==> config.mk <==
export PLATFORM = sky130hd
export DESIGN_NAME = pwm_dac_driver_flat
export DESIGN_NICKNAME = d
export VERILOG_FILES = /design/src/rtl/pwm_dac_driver_pkg.sv /design/src/rtl/pwm_dac_driver_if.sv /design/src/rtl/pwm_prescaler.sv /design/src/rtl/pwm_dac_driver.sv /design/src/flat_wrapper.sv
export SDC_FILE = /design/constraint.sdc
export NUM_CORES = 1
export LEC_CHECK = 0
export ABC_AREA = 0
export BUFFER_PORTS_ARGS = -buffer_cell sky130_fd_sc_hd__buf_2
export CORE_UTILIZATION = 58
export DETAILED_ROUTE_END_ITERATION = 16
export PLACE_DENSITY = 0.78
export SYNTH_ARGS = -nofsm -noshare
export SYNTH_HDL_FRONTEND = slang
export SYNTH_HIERARCHICAL = 1
export SYNTH_SLANG_ARGS = --single-unit
==> constraint.sdc <==
create_clock -name CLK -period 2.7 [get_ports CLK]
set_input_delay 0.54 -clock CLK [delete_from_list [all_inputs] [get_ports CLK]]
set_output_delay 0.54 -clock CLK [all_outputs]
set_load 0.005 [all_outputs]
==> src/rtl/pwm_dac_driver_pkg.sv <==
// Shared types and constants for the PWM DAC output stage.
package pwm_dac_driver_pkg;

   typedef enum logic [1:0] {
      IDLE = 2'd0,
      LOAD = 2'd1,
      RUN  = 2'd2
   } state_e;

   // Matches the waveform generator's output sample width.
   localparam int DEFAULT_DATA_W = 8;
   localparam int UNDERRUN_CNT_W = 8;

endpackage

==> src/rtl/pwm_dac_driver_if.sv <==
// Sample valid/ready handshake between the waveform generator and the PWM DAC driver.
interface pwm_dac_driver_if
   import pwm_dac_driver_pkg::*;
#(
   parameter int DATA_W = DEFAULT_DATA_W
);

   logic [DATA_W-1:0] SAMPLE;
   logic              SAMPLE_VALID;
   logic              SAMPLE_READY;

   modport master (output SAMPLE, output SAMPLE_VALID, input  SAMPLE_READY);
   modport slave  (input  SAMPLE, input  SAMPLE_VALID, output SAMPLE_READY);

endinterface

==> src/rtl/pwm_prescaler.sv <==
// PWM tick generator: counts CLK cycles and emits a one-cycle tick every PRESCALE cycles.
module pwm_prescaler #(
   parameter int PRESCALE = 1
) (
   input  logic CLK,
   input  logic RST,
   input  logic clr,
   input  logic en,
   output logic tick
);

   localparam int PS_W = (PRESCALE > 1) ? $clog2(PRESCALE) : 1;

   logic [PS_W-1:0] cnt_q, cnt_d;
   logic            tc;

   assign tc   = (cnt_q == PS_W'(PRESCALE - 1));
   assign tick = en & tc & ~clr;

   always_comb begin
      cnt_d = cnt_q;
      if (clr) begin
         cnt_d = '0;
      end else if (en) begin
         cnt_d = tc ? '0 : cnt_q + PS_W'(1);
      end
   end

   always_ff @(posedge CLK or posedge RST) begin
      if (RST) begin
         cnt_q <= '0;
      end else begin
         cnt_q <= cnt_d;
      end
   end

endmodule

==> src/rtl/pwm_dac_driver.sv <==
// PWM DAC driver: one-entry sample buffer, glitch-free duty update at period boundaries.
// Optional saturating underrun event counter enabled by PWM_DAC_UNDERRUN_CNT_EN.
//
// state | meaning
// IDLE  | output low, counters held at zero, waiting for ENB and a pending sample
// LOAD  | one cycle: pending sample becomes duty, period restarts from cnt=0
// RUN   | counting ticks, PWM_OUT = (cnt < duty), duty refresh at period end
module pwm_dac_driver
   import pwm_dac_driver_pkg::*;
#(
   parameter int DATA_W   = DEFAULT_DATA_W,
   parameter int PRESCALE = 1
) (
   input  logic              CLK,
   input  logic              RST,
   input  logic              ENB,
   pwm_dac_driver_if.slave   smp_if,
   output logic              PWM_OUT,
   output logic              PERIOD_START,
`ifdef PWM_DAC_UNDERRUN_CNT_EN
   output logic [UNDERRUN_CNT_W-1:0] UNDERRUN_CNT,
`endif
   output logic              UNDERRUN
);

   localparam logic [DATA_W-1:0] CNT_MAX = '1;

   state_e            state_q, state_d;
   logic [DATA_W-1:0] cnt_q, cnt_d;
   logic [DATA_W-1:0] duty_q, duty_d;
   logic [DATA_W-1:0] pend_q, pend_d;
   logic              pend_full_q, pend_full_d;
   logic              pwm_q, pwm_d;
   logic              period_start_q, period_start_d;
   logic              underrun_q, underrun_d;
`ifdef PWM_DAC_UNDERRUN_CNT_EN
   logic [UNDERRUN_CNT_W-1:0] ucnt_q, ucnt_d;
`endif
   logic              tick;
   logic              accept;

   pwm_prescaler #(.PRESCALE(PRESCALE)) u_prescaler (
      .CLK  (CLK),
      .RST  (RST),
      .clr  (state_q == IDLE),
      .en   (state_q == RUN),
      .tick (tick)
   );

   assign accept = smp_if.SAMPLE_VALID & ~pend_full_q;

   always_comb begin
      state_d        = state_q;
      cnt_d          = cnt_q;
      duty_d         = duty_q;
      pend_d         = pend_q;
      pend_full_d    = pend_full_q;
      pwm_d          = pwm_q;
      period_start_d = 1'b0;
      underrun_d     = underrun_q;
`ifdef PWM_DAC_UNDERRUN_CNT_EN
      ucnt_d         = ucnt_q;
`endif

      // Accept never collides with consumption: both need opposite pend_full values.
      if (accept) begin
         pend_d      = smp_if.SAMPLE;
         pend_full_d = 1'b1;
      end

      if (!ENB) begin
         state_d = IDLE;
         pwm_d   = 1'b0;
         cnt_d   = '0;
      end else begin
         case (state_q)
            IDLE: begin
               pwm_d = 1'b0;
               cnt_d = '0;
               if (pend_full_q) state_d = LOAD;
            end
            LOAD: begin
               duty_d         = pend_q;
               pend_full_d    = 1'b0;
               cnt_d          = '0;
               pwm_d          = 1'b0;
               period_start_d = 1'b1;
               state_d        = RUN;
            end
            RUN: begin
               pwm_d = (cnt_q < duty_q);
               if (tick) begin
                  cnt_d = cnt_q + DATA_W'(1);
                  if (cnt_q == CNT_MAX) begin
                     period_start_d = 1'b1;
                     if (pend_full_q) begin
                        duty_d      = pend_q;
                        pend_full_d = 1'b0;
                     end else begin
                        underrun_d = 1'b1;
`ifdef PWM_DAC_UNDERRUN_CNT_EN
                        if (ucnt_q != '1) ucnt_d = ucnt_q + UNDERRUN_CNT_W'(1);
`endif
                     end
                  end
               end
            end
            default: begin
               state_d = IDLE;
               pwm_d   = 1'b0;
               cnt_d   = '0;
            end
         endcase
      end
   end

   always_ff @(posedge CLK or posedge RST) begin
      if (RST) begin
         state_q        <= IDLE;
         cnt_q          <= '0;
         duty_q         <= '0;
         pend_q         <= '0;
         pend_full_q    <= 1'b0;
         pwm_q          <= 1'b0;
         period_start_q <= 1'b0;
         underrun_q     <= 1'b0;
`ifdef PWM_DAC_UNDERRUN_CNT_EN
         ucnt_q         <= '0;
`endif
      end else begin
         state_q        <= state_d;
         cnt_q          <= cnt_d;
         duty_q         <= duty_d;
         pend_q         <= pend_d;
         pend_full_q    <= pend_full_d;
         pwm_q          <= pwm_d;
         period_start_q <= period_start_d;
         underrun_q     <= underrun_d;
`ifdef PWM_DAC_UNDERRUN_CNT_EN
         ucnt_q         <= ucnt_d;
`endif
      end
   end

   assign smp_if.SAMPLE_READY = ~pend_full_q;
   assign PWM_OUT             = pwm_q;
   assign PERIOD_START        = period_start_q;
   assign UNDERRUN            = underrun_q;
`ifdef PWM_DAC_UNDERRUN_CNT_EN
   assign UNDERRUN_CNT        = ucnt_q;
`endif

endmodule

==> src/flat_wrapper.sv <==
// flat-port wrapper written by rule: the top's interface ports become plain ports
module pwm_dac_driver_flat import pwm_dac_driver_pkg::*;
#(
   parameter int DATA_W   = DEFAULT_DATA_W,
   parameter int PRESCALE = 1
)
  (CLK, RST, ENB, PWM_OUT, PERIOD_START, UNDERRUN, smp_if_SAMPLE, smp_if_SAMPLE_VALID, smp_if_SAMPLE_READY);
  pwm_dac_driver_if #(.DATA_W(DATA_W)) smp_if_i ();
  input  logic CLK;
  input  logic RST;
  input  logic ENB;
  output logic PWM_OUT;
  output logic PERIOD_START;
  output logic UNDERRUN;
  input wire logic [$bits(smp_if_i.SAMPLE)-1:0] smp_if_SAMPLE;
  input wire logic [$bits(smp_if_i.SAMPLE_VALID)-1:0] smp_if_SAMPLE_VALID;
  output wire logic [$bits(smp_if_i.SAMPLE_READY)-1:0] smp_if_SAMPLE_READY;
  assign smp_if_i.SAMPLE = smp_if_SAMPLE;
  assign smp_if_i.SAMPLE_VALID = smp_if_SAMPLE_VALID;
  assign smp_if_SAMPLE_READY = smp_if_i.SAMPLE_READY;
  pwm_dac_driver #(.DATA_W(DATA_W), .PRESCALE(PRESCALE)) u_core (.CLK(CLK), .RST(RST), .ENB(ENB), .smp_if(smp_if_i), .PWM_OUT(PWM_OUT), .PERIOD_START(PERIOD_START), .UNDERRUN(UNDERRUN));
endmodule
Word level (Yosys, flattened, before mapping) --
Cells that the tools add are included.
Storage, ports and cells: output and inout port bits 4, memory bits (writable) 0, memory bits (read-only) 0, latch bits 0, memories 0, bits in registers 31, input port bits 12, logic and storage cells 58
Cells by class: reduce and logical (&&, ||, !) cells 6, shift operators 0, add/subtract/negate cells 2, divide/modulo/power cells 0, mux-type cells 25, bitwise gates (word level) 6, $mul 0, magnitude comparators 1, eq/ne operators 9
Operators by type and width (count):
- $mux 8 | 6
- $pmux 8 s2 | 1
- $mux 1 | 13
- $reduce_and 5->1 | 2
- $add 8x1->8 const B | 1
- $eq 8x8->1 const B | 1
- $lt 8x8->1 | 1
- $ne 2x1->1 const B | 3
- $ne 3x2->1 const B | 2
- $pmux 2 s3 | 1
- $mux 2 | 2
- $pmux 1 s2 | 2
- $reduce_bool 2->1 | 2
- $and 1x1->1 | 3
- $not 1->1 | 3
- $eq 2x1->1 const B | 1
- $eq 2x2->1 const B | 1
- $logic_not 2->1 | 1
- $ne 2x2->1 const B | 1
- $reduce_and 2->1 | 1
- $add 1x1->1 const B | 1

Logic depth before layout (Yosys ltp) --
Gate-level depths: netlist of run 1.
depth after elaboration 8, mapped depth 8, mapped depth without buffers 6

By module --
Netlist of run 1, hierarchy kept.
Modules (own cells, without submodules):
- pwm_dac_driver | area each 1750.4 um^2, sequential area each 750.7 um^2, cells each 177, times used 1
- pwm_prescaler | area each 13.8 um^2, sequential area each 0.0 um^2, cells each 1, times used 1

Worst setup path before layout of run 1 --
No wires, ideal clock.
path kind reg2reg, start reg u_core.state_q[0], end reg u_core.duty_q[0], clock period less this slack 1.872 ns, path slack 0.828 ns, arrival 1.741 ns, required time 2.569 ns, cell stages (with the launch flop) 9, buffers on the path 2, library setup time 0.131 ns, cells stage by stage dfrtp_1 inv_1 ha_1 nor2b_4 buf_2 nand4_2 clkbuf_1 o311ai_1 nand3_1
Between the ends: longest elaborated chain between the ends 5, elaborated cells between the ends (all ways) 12, those cells by class 5 x eq/ne; 1 x mux; 3 x bitwise; 3 x reduce/logical
Ends and longest elaborated chain:
- start, declared | line pwm_dac_driver.sv:28 | state_e state_q, state_d;
- start signal, assigned | line pwm_dac_driver.sv:131 | state_q <= state_d;
- $eq 2x2->1 or $logic_not 2->1 (tied branches) | line pwm_dac_driver.sv:46, pwm_dac_driver.sv:45
- $and 1x1->1 or $not 1->1 (tied branches) | line pwm_prescaler.sv:18 | assign tick = en & tc & ~clr;
- $and 1x1->1 (*) | line pwm_prescaler.sv:18
- named net u_core.tick | line pwm_dac_driver.sv:39 | logic tick;
- $ne 2x1->1 (no source line) (*)
- $reduce_and 5->1 (no source line) (*)
- end signal, assigned | line pwm_dac_driver.sv:133 | duty_q <= duty_d;
- end, declared | line pwm_dac_driver.sv:30 | logic [DATA_W-1:0] duty_q, duty_d;
Mark *: on every way through the listed nets, which the timed path passes. The rest lies on a longest branch. A chain may end at the register's enable or synchronous reset.

Worst setup path after layout of run 1 --
start reg u_core.state_q[0], end reg u_core.duty_q[7]
The elaborated chain is that of the path after synthesis.

==> metrics.cfg, run 1 <==
[synth]
ys_ff_latch = 30
synth.distinct_cells = 37
synth-seq-area-share = 0.426
avgSynthCellArea_um2 = 9.91
synth_area_um2 = 1760
synthCells = 178
synth_warnings = 6
syn-num-nets = 202

[timing]
skew_ps = 12.4
period_minus_slack_ps = 2110
setup_viol = 0
slew_headroom = 0.568
fin_setup_tns_ps = 0
rsz0062_at_grt = false
slew_viol_final = 0
hold_viol_final = 0
max_freq_mhz = 473
worst_pin_slew_ps = 646
period_share = 0.783

[pwr]
switching_share = 0.378
seqPwrFrac = 0.470
vdd_ir_drop_max_v = 0.000560
power.density_nw_per_um2 = 822
p_int_uw = 971
p_comb_frac = 0.355
p_sw_uw = 590
p_clk_frac = 0.176
power_leakage_nw = 0.894

[detailed_routing]
wl_per_cell_um = 15.6
drt_pass1_iterations = 10
final_antenna_net_count = 0
drc = 2
routed_wl_um = 3500
vias_per_cell = 6.53
num_vias = 1462
drtIter0Drc = 98

[place]
port_buffers = 15
dp_hpwl_um = 2410
place_inst = 216
gp_congestion = 0.758

[setup_path]
r2r_end = u_core/duty_q[7]
cpLargestDelayFamily = simple AND/OR/NAND/NOR gates
critical_path_class = reg -> reg
reg2regPathDepth = 6
start_kind = flip-flop
required_ps = 2940
max_stage_delay_ps = 600
critPathBufInv = 1
cp_slowest_cell = or4_1
cp_max_fo = 19
cp_data_arrival_time_ps = 2360
r2r_start = u_core/state_q[0]
endpoint_kind = flip-flop
rrSetupSlack_ps = 590
crit_path_cell_trace = inv_1, ha_1, nor2b_4, nand4_2, or4_1, nand3_1

[cts]
cts_buffers = 5
clockRootBuffer = clkbuf_4
cts.sinks = 30
cts_tree = built
clkTransAtPathRegs_ps = 100
cts_max_level = 2
cts_buffer_depth = 2
post_cts_buffers = 0
cts-resized-gates = 0
clock_latency_ps = 320
postCtsHoldBufs = 0

[finish]
final_cells = 224
antenna_cells = 0
drive_gt1_frac = 0.171
area_growth_pct = 7.66
nets = 216
fill_cells = 230
finish.utilization = 0.671

[floorplanning]
start_util = 0.624
die-width_um = 57.2
die_height_um = 57.2
dieArea_um2 = 3270
ios = 16
core_area_um2 = 2830
num_rows = 19

[grt]
met1_usage = 0.311
grt_pass1_vias = 1420
busiest_layer = met2
grt_max_degree = 31
grt.overflow.total = 0
met3_usage = 0.0635
grtUsageMet2 = 0.382
grt_pass1_wl_um = 6140
grt_usage = 0.241
antenna_found_initial = 0

[outcome]
status = finished, violations left
violations = design-rule violations

[min_path]
hold_path_class = in -> async

[flow_run]
drv_cap = 0

[cell families after synthesis]
group                    Yosys count  share of synthesized area
buffers and inverters             23                     0.0582
XOR/XNOR                           4                     0.0199
flip-flops                        30                      0.426
adder cells (fa/ha/maj)           12                     0.0851
AND/OR/NAND/NOR                   64                      0.223
multiplexers                       9                     0.0567
AO/OA/AOI/OAI                     36                      0.131
[placed cells by master, fill, tap and decap left out, drive strengths merged, types with 2 or more instances in the layout]
cell type | netlist | routed
mux2 | 8 | 8
a21oi | 14 | 14
ha | 12 | 12
xor2 | 3 | 3
nand4 | 4 | 4
nor3 | 2 | 2
nor2b | 3 | 3
o311ai | 8 | 8
clkbuf | 7 | 7
inv | 13 | 13
or4 | 8 | 8
o21ai | 8 | 8
buf | 3 | 17
or3 | 3 | 3
nand2 | 14 | 14
nand3 | 10 | 10
nor2 | 9 | 9
and4b | 8 | 8
dfrtp | 30 | 30
[synthesized netlist by cell type]
cell,number,area [µm²]
mux2i_1,1,10.0
nor3b_1,1,7.51
a21boi_1,1,7.51
o41ai_1,1,8.76
o211ai_1,1,7.51
o311ai_1,8,70.1
nor2_1,9,33.8
nor2b_1,2,12.5
o21ai_2,1,8.76
mux2_1,4,45.0
buf_6,2,22.5
or4_1,8,60.1
nand3_1,10,50.1
o31ai_1,1,7.51
and4b_1,8,80.1
buf_2,1,5.00
a31oi_1,1,6.26
clkbuf_1,7,26.3
or3b_1,1,8.76
o21ai_1,1,5.00
a21oi_1,14,70.1
xnor2_1,1,8.76
mux2_2,4,45.0
o211a_1,1,10.0
nand2_1,14,52.6
inv_2,1,3.75
inv_1,12,45.0
or3_1,3,18.8
nor3_1,2,10.0
nand4_1,2,12.5
ha_1,12,150
dfrtp_1,30,751
and3b_1,1,8.76
xor2_1,3,26.3
nand4_2,2,25.0
nor2b_4,1,13.8
o21ai_0,6,30.0
[metal layers]
| layer | share of wire | wire [µm] |
|---|---|---|
| met1 | 0.45 | 1570 |
| met2 | 0.49 | 1700 |
| met3 | 0.054 | 189 |
| met4 | 0.011 | 40 |
| met5 | 0 | 0 |
[registers in the layout (all words and copies together) (netlist names)]
signal	cells
u_core/cnt_q	8
u_core/duty_q	8
u_core/pend_q	8
u_core/state_q	2
u_core/PERIOD_START	1
u_core/PWM_OUT	1
u_core/UNDERRUN	1
u_core/pend_full_q	1
[worst max path at each step]
stage	start	end	slack (ps)	cells past startpoint
after floorplan	u_core/state_q[0]	u_core/duty_q[0]	830	8
after global placement	u_core/state_q[0]	u_core/duty_q[2]	750	6
after detailed placement	u_core/state_q[0]	u_core/duty_q[0]	640	6
after CTS	u_core/state_q[0]	u_core/duty_q[0]	610	6
after global routing	u_core/state_q[0]	u_core/duty_q[0]	500	6
final	u_core/state_q[0]	u_core/duty_q[7]	590	6
[area by class of cell]
cell class	instances	area, µm²	area share
repair buffers	17	90.1	0.0474
flip-flops and latches	30	751	0.395
clock buffers	7	55.1	0.0290
multi-input cells	125	911	0.480
inverters	13	48.8	0.0257
well taps	31	38.8	0.0204
clock inverters	1	5.00	0.00264
[metrics by stage]
stage | power, mW | hold WS [ps] | setup WS [ps] | instance area (µm²)
after global routing | 1.68 | 318 | 500 | 1900
after floorplan | 1.14 | 454 | 828 | 1760
after detailed placement | 1.28 | 481 | 639 | 1840
after global placement | 1.24 | 461 | 754 | 1840
final | 1.56 | 279 | 586 | 1900
after CTS | 1.56 | 285 | 611 | 1900
[power by group through the flow]
stage                     Combinational [mW]  Sequential [mW]  Clock [mW]
after detailed placement               0.547            0.736           0
after global routing                   0.631            0.749       0.300
after CTS                              0.552            0.726       0.282
final                                  0.554            0.733       0.274
after global placement                 0.517            0.721           0
after floorplan                        0.462            0.680           0
[tightest hold or removal path, delay by kind of cell]
family / cells / cell delay, ps
buffers and inverters: 3 / 470
Note: power is estimated with default switching activity, not from simulation.
==> run 2, diff against run 1 <==
Settings changed: CORE_UTILIZATION 58 to 53, PLACE_DENSITY 0.78 to 0.75.
Clock period 2.7 ns to 1.7 ns, I/O delays scaled along.
==> run 2 against run 1 <==
  * The flow finishes with violations (negative setup slack)
  * Non-clock buffer count up 23
  * Clock power grew 41%
  * Largest cell class unchanged
  * Global-route usage rose by 1.6 points
  * First-iteration DRC count shrank 13%
  * Sequential power grew 58%
  * Core utilization rose by 2.9 points
  * Clock-buffer cell count is 2 lower
  * Critical endpoint is now u_core/duty_q[4]
  * Register-to-register slack worse by 630 ps
  * Routed wire length up 17%
==> metrics.cfg, run 2 (synthesis results as in run 1) <==
[finish]
finish.utilization = 0.700
drive_gt1_frac = 0.315
multi_input_area_um2 = 997
area_growth_pct = 23.2
reg_top3 = u_core/cnt_q (8), u_core/duty_q (8), u_core/pend_q (8)
final_area_um2 = 2170
final_cells = 260
final_common_cell = dfrtp_1
fill_cells = 251
regArea_um2 = 751
antenna_cells = 0
final_cell_mix = 30 x dfrtp_1, 22 x buf_4, 15 x buf_2
nets = 240

[pwr]
power_leakage_nw = 1.02
vdd_ir_drop_max_v = 0.000779
power.density_nw_per_um2 = 1230

[timing]
hold_ws_ps = 69.4
period_share = 1.02
slew_headroom = 0.684
rsz0062_at_grt = true
setup_ws_ps = -42.5
hold_viol_final = 0
worst_pin_slew_ps = 474
slew_viol_final = 0
max_freq_mhz = 574
setup_viol = 4
skew_ps = 4.61
fin_setup_tns_ps = -86.7
period_minus_slack_ps = 1740

[place]
placed_area_um2 = 2010
gp_congestion = 0.744
dp_hpwl_um = 2860
place_inst = 247
port_buffers = 15

[setup_path]
crit_end = u_core/duty_q[4]
r2r_start = u_core/state_q[0]
start_kind = flip-flop
critical_path_class = reg -> reg
cp_max_fo = 7
max_stage_delay_ps = 370
cp-startpoint = u_core/state_q[0]
crit_path_cell_trace = inv_2, ha_2, nor2b_4, nand4_4, buf_6, o311ai_2, nand3_1
cp_data_arrival_time_ps = 1930
r2r_end = u_core/duty_q[4]
cp_slowest_cell = dfrtp_1
required_ps = 1890
reg2regPathDepth = 7
rrSetupSlack_ps = -40
endpoint_kind = flip-flop

[floorplanning]
ios = 16
num_rows = 20
start_util = 0.569
dieArea_um2 = 3560
die-width_um = 59.7
die_height_um = 59.7
core_area_um2 = 3100

[detailed_routing]
final_antenna_net_count = 0
vias_per_cell = 5.92
drc = 0
wl_per_cell_um = 15.8
routed_wl_um = 4100
num_vias = 1538
drtIter0Drc = 85
drt_pass1_iterations = 4

[outcome]
status = finished, violations left
violations = negative setup slack

[cts]
clock_latency_ps = 320
postCtsHoldBufs = 0
cts_tree = built
clkTransAtPathRegs_ps = 90
cts.sinks = 30
cts_buffer_depth = 2
cts_buffers = 5
clockRootBuffer = clkbuf_4
cts_max_level = 2

[min_path]
hold_path_class = in -> async

[grt]
grt.overflow.total = 0
grt_pass1_wl_um = 6640
antenna_found_initial = 0
grt_pass1_vias = 1472
grt_usage = 0.257
grt_max_degree = 31

[flow_run]
drv_cap = 0

==> run 2: how the worst min path moves through the flow <==
stage / start / endpoint / slack (ps)
after floorplan: RST / u_core/PERIOD_START / 430
after global placement: RST / u_core/cnt_q[0] / 420
after detailed placement: RST / u_core/cnt_q[1] / 430
after CTS: RST / u_core/cnt_q[1] / 80
after global routing: RST / u_core/cnt_q[5] / 110
final: RST / u_core/cnt_q[1] / 70
==> run 2: final cells by class <==
cell class | count | share of cell area
tap | 44 | 0.0253
clock inverter | 2 | 0.00461
inverter | 13 | 0.0225
timing repair buffer | 40 | 0.126
sequential | 30 | 0.345
clock buffer | 5 | 0.0173
multi-input combinational | 126 | 0.459
==> run 2: worst max-delay path, delay by kind of cell, from the launching register on <==
| family | cells | cell delay, ps |
|---|---|---|
| and+or+nand+nor | 3 | 540 |
| buffers and inverters | 2 | 240 |
| AOI/OAI and AO/OA | 1 | 250 |
| adders and majority gates | 1 | 210 |
| DFF | 1 | 370 |
==> run 2: metrics by stage <==
step / power, mW / worst slack, ps
after global routing: 2.85 / -121
after CTS: 2.64 / 8.07
after detailed placement: 2.22 / -78.4
after floorplan: 1.83 / 0.915
after global placement: 2.12 / 68.4
final: 2.67 / -42.5
==> run 2: routing by layer <==
layer	vias up	track usage	part of all wire
li1	729	-	-
met1	745	0.300	0.42
met2	58	0.449	0.51
met3	6	0.0541	0.050
met4	0	0.120	0.020
met5	-	0	0
==> run 2: timing repair <==
item                       in CTS  in global routing
resized for setup               5                  9
setup endpoints to repair       6                 12
pin swaps                       0                  6
buffers inserted                4                  1
gates cloned                    1                  0
==> run 2: where the power goes <==
group	internal [mW]	leakage, nW	switching, mW	total, mW
clock network	0.148	0.0308	0.237	0.385
logic	0.548	0.615	0.572	1.12
registers	0.943	0.378	0.217	1.16
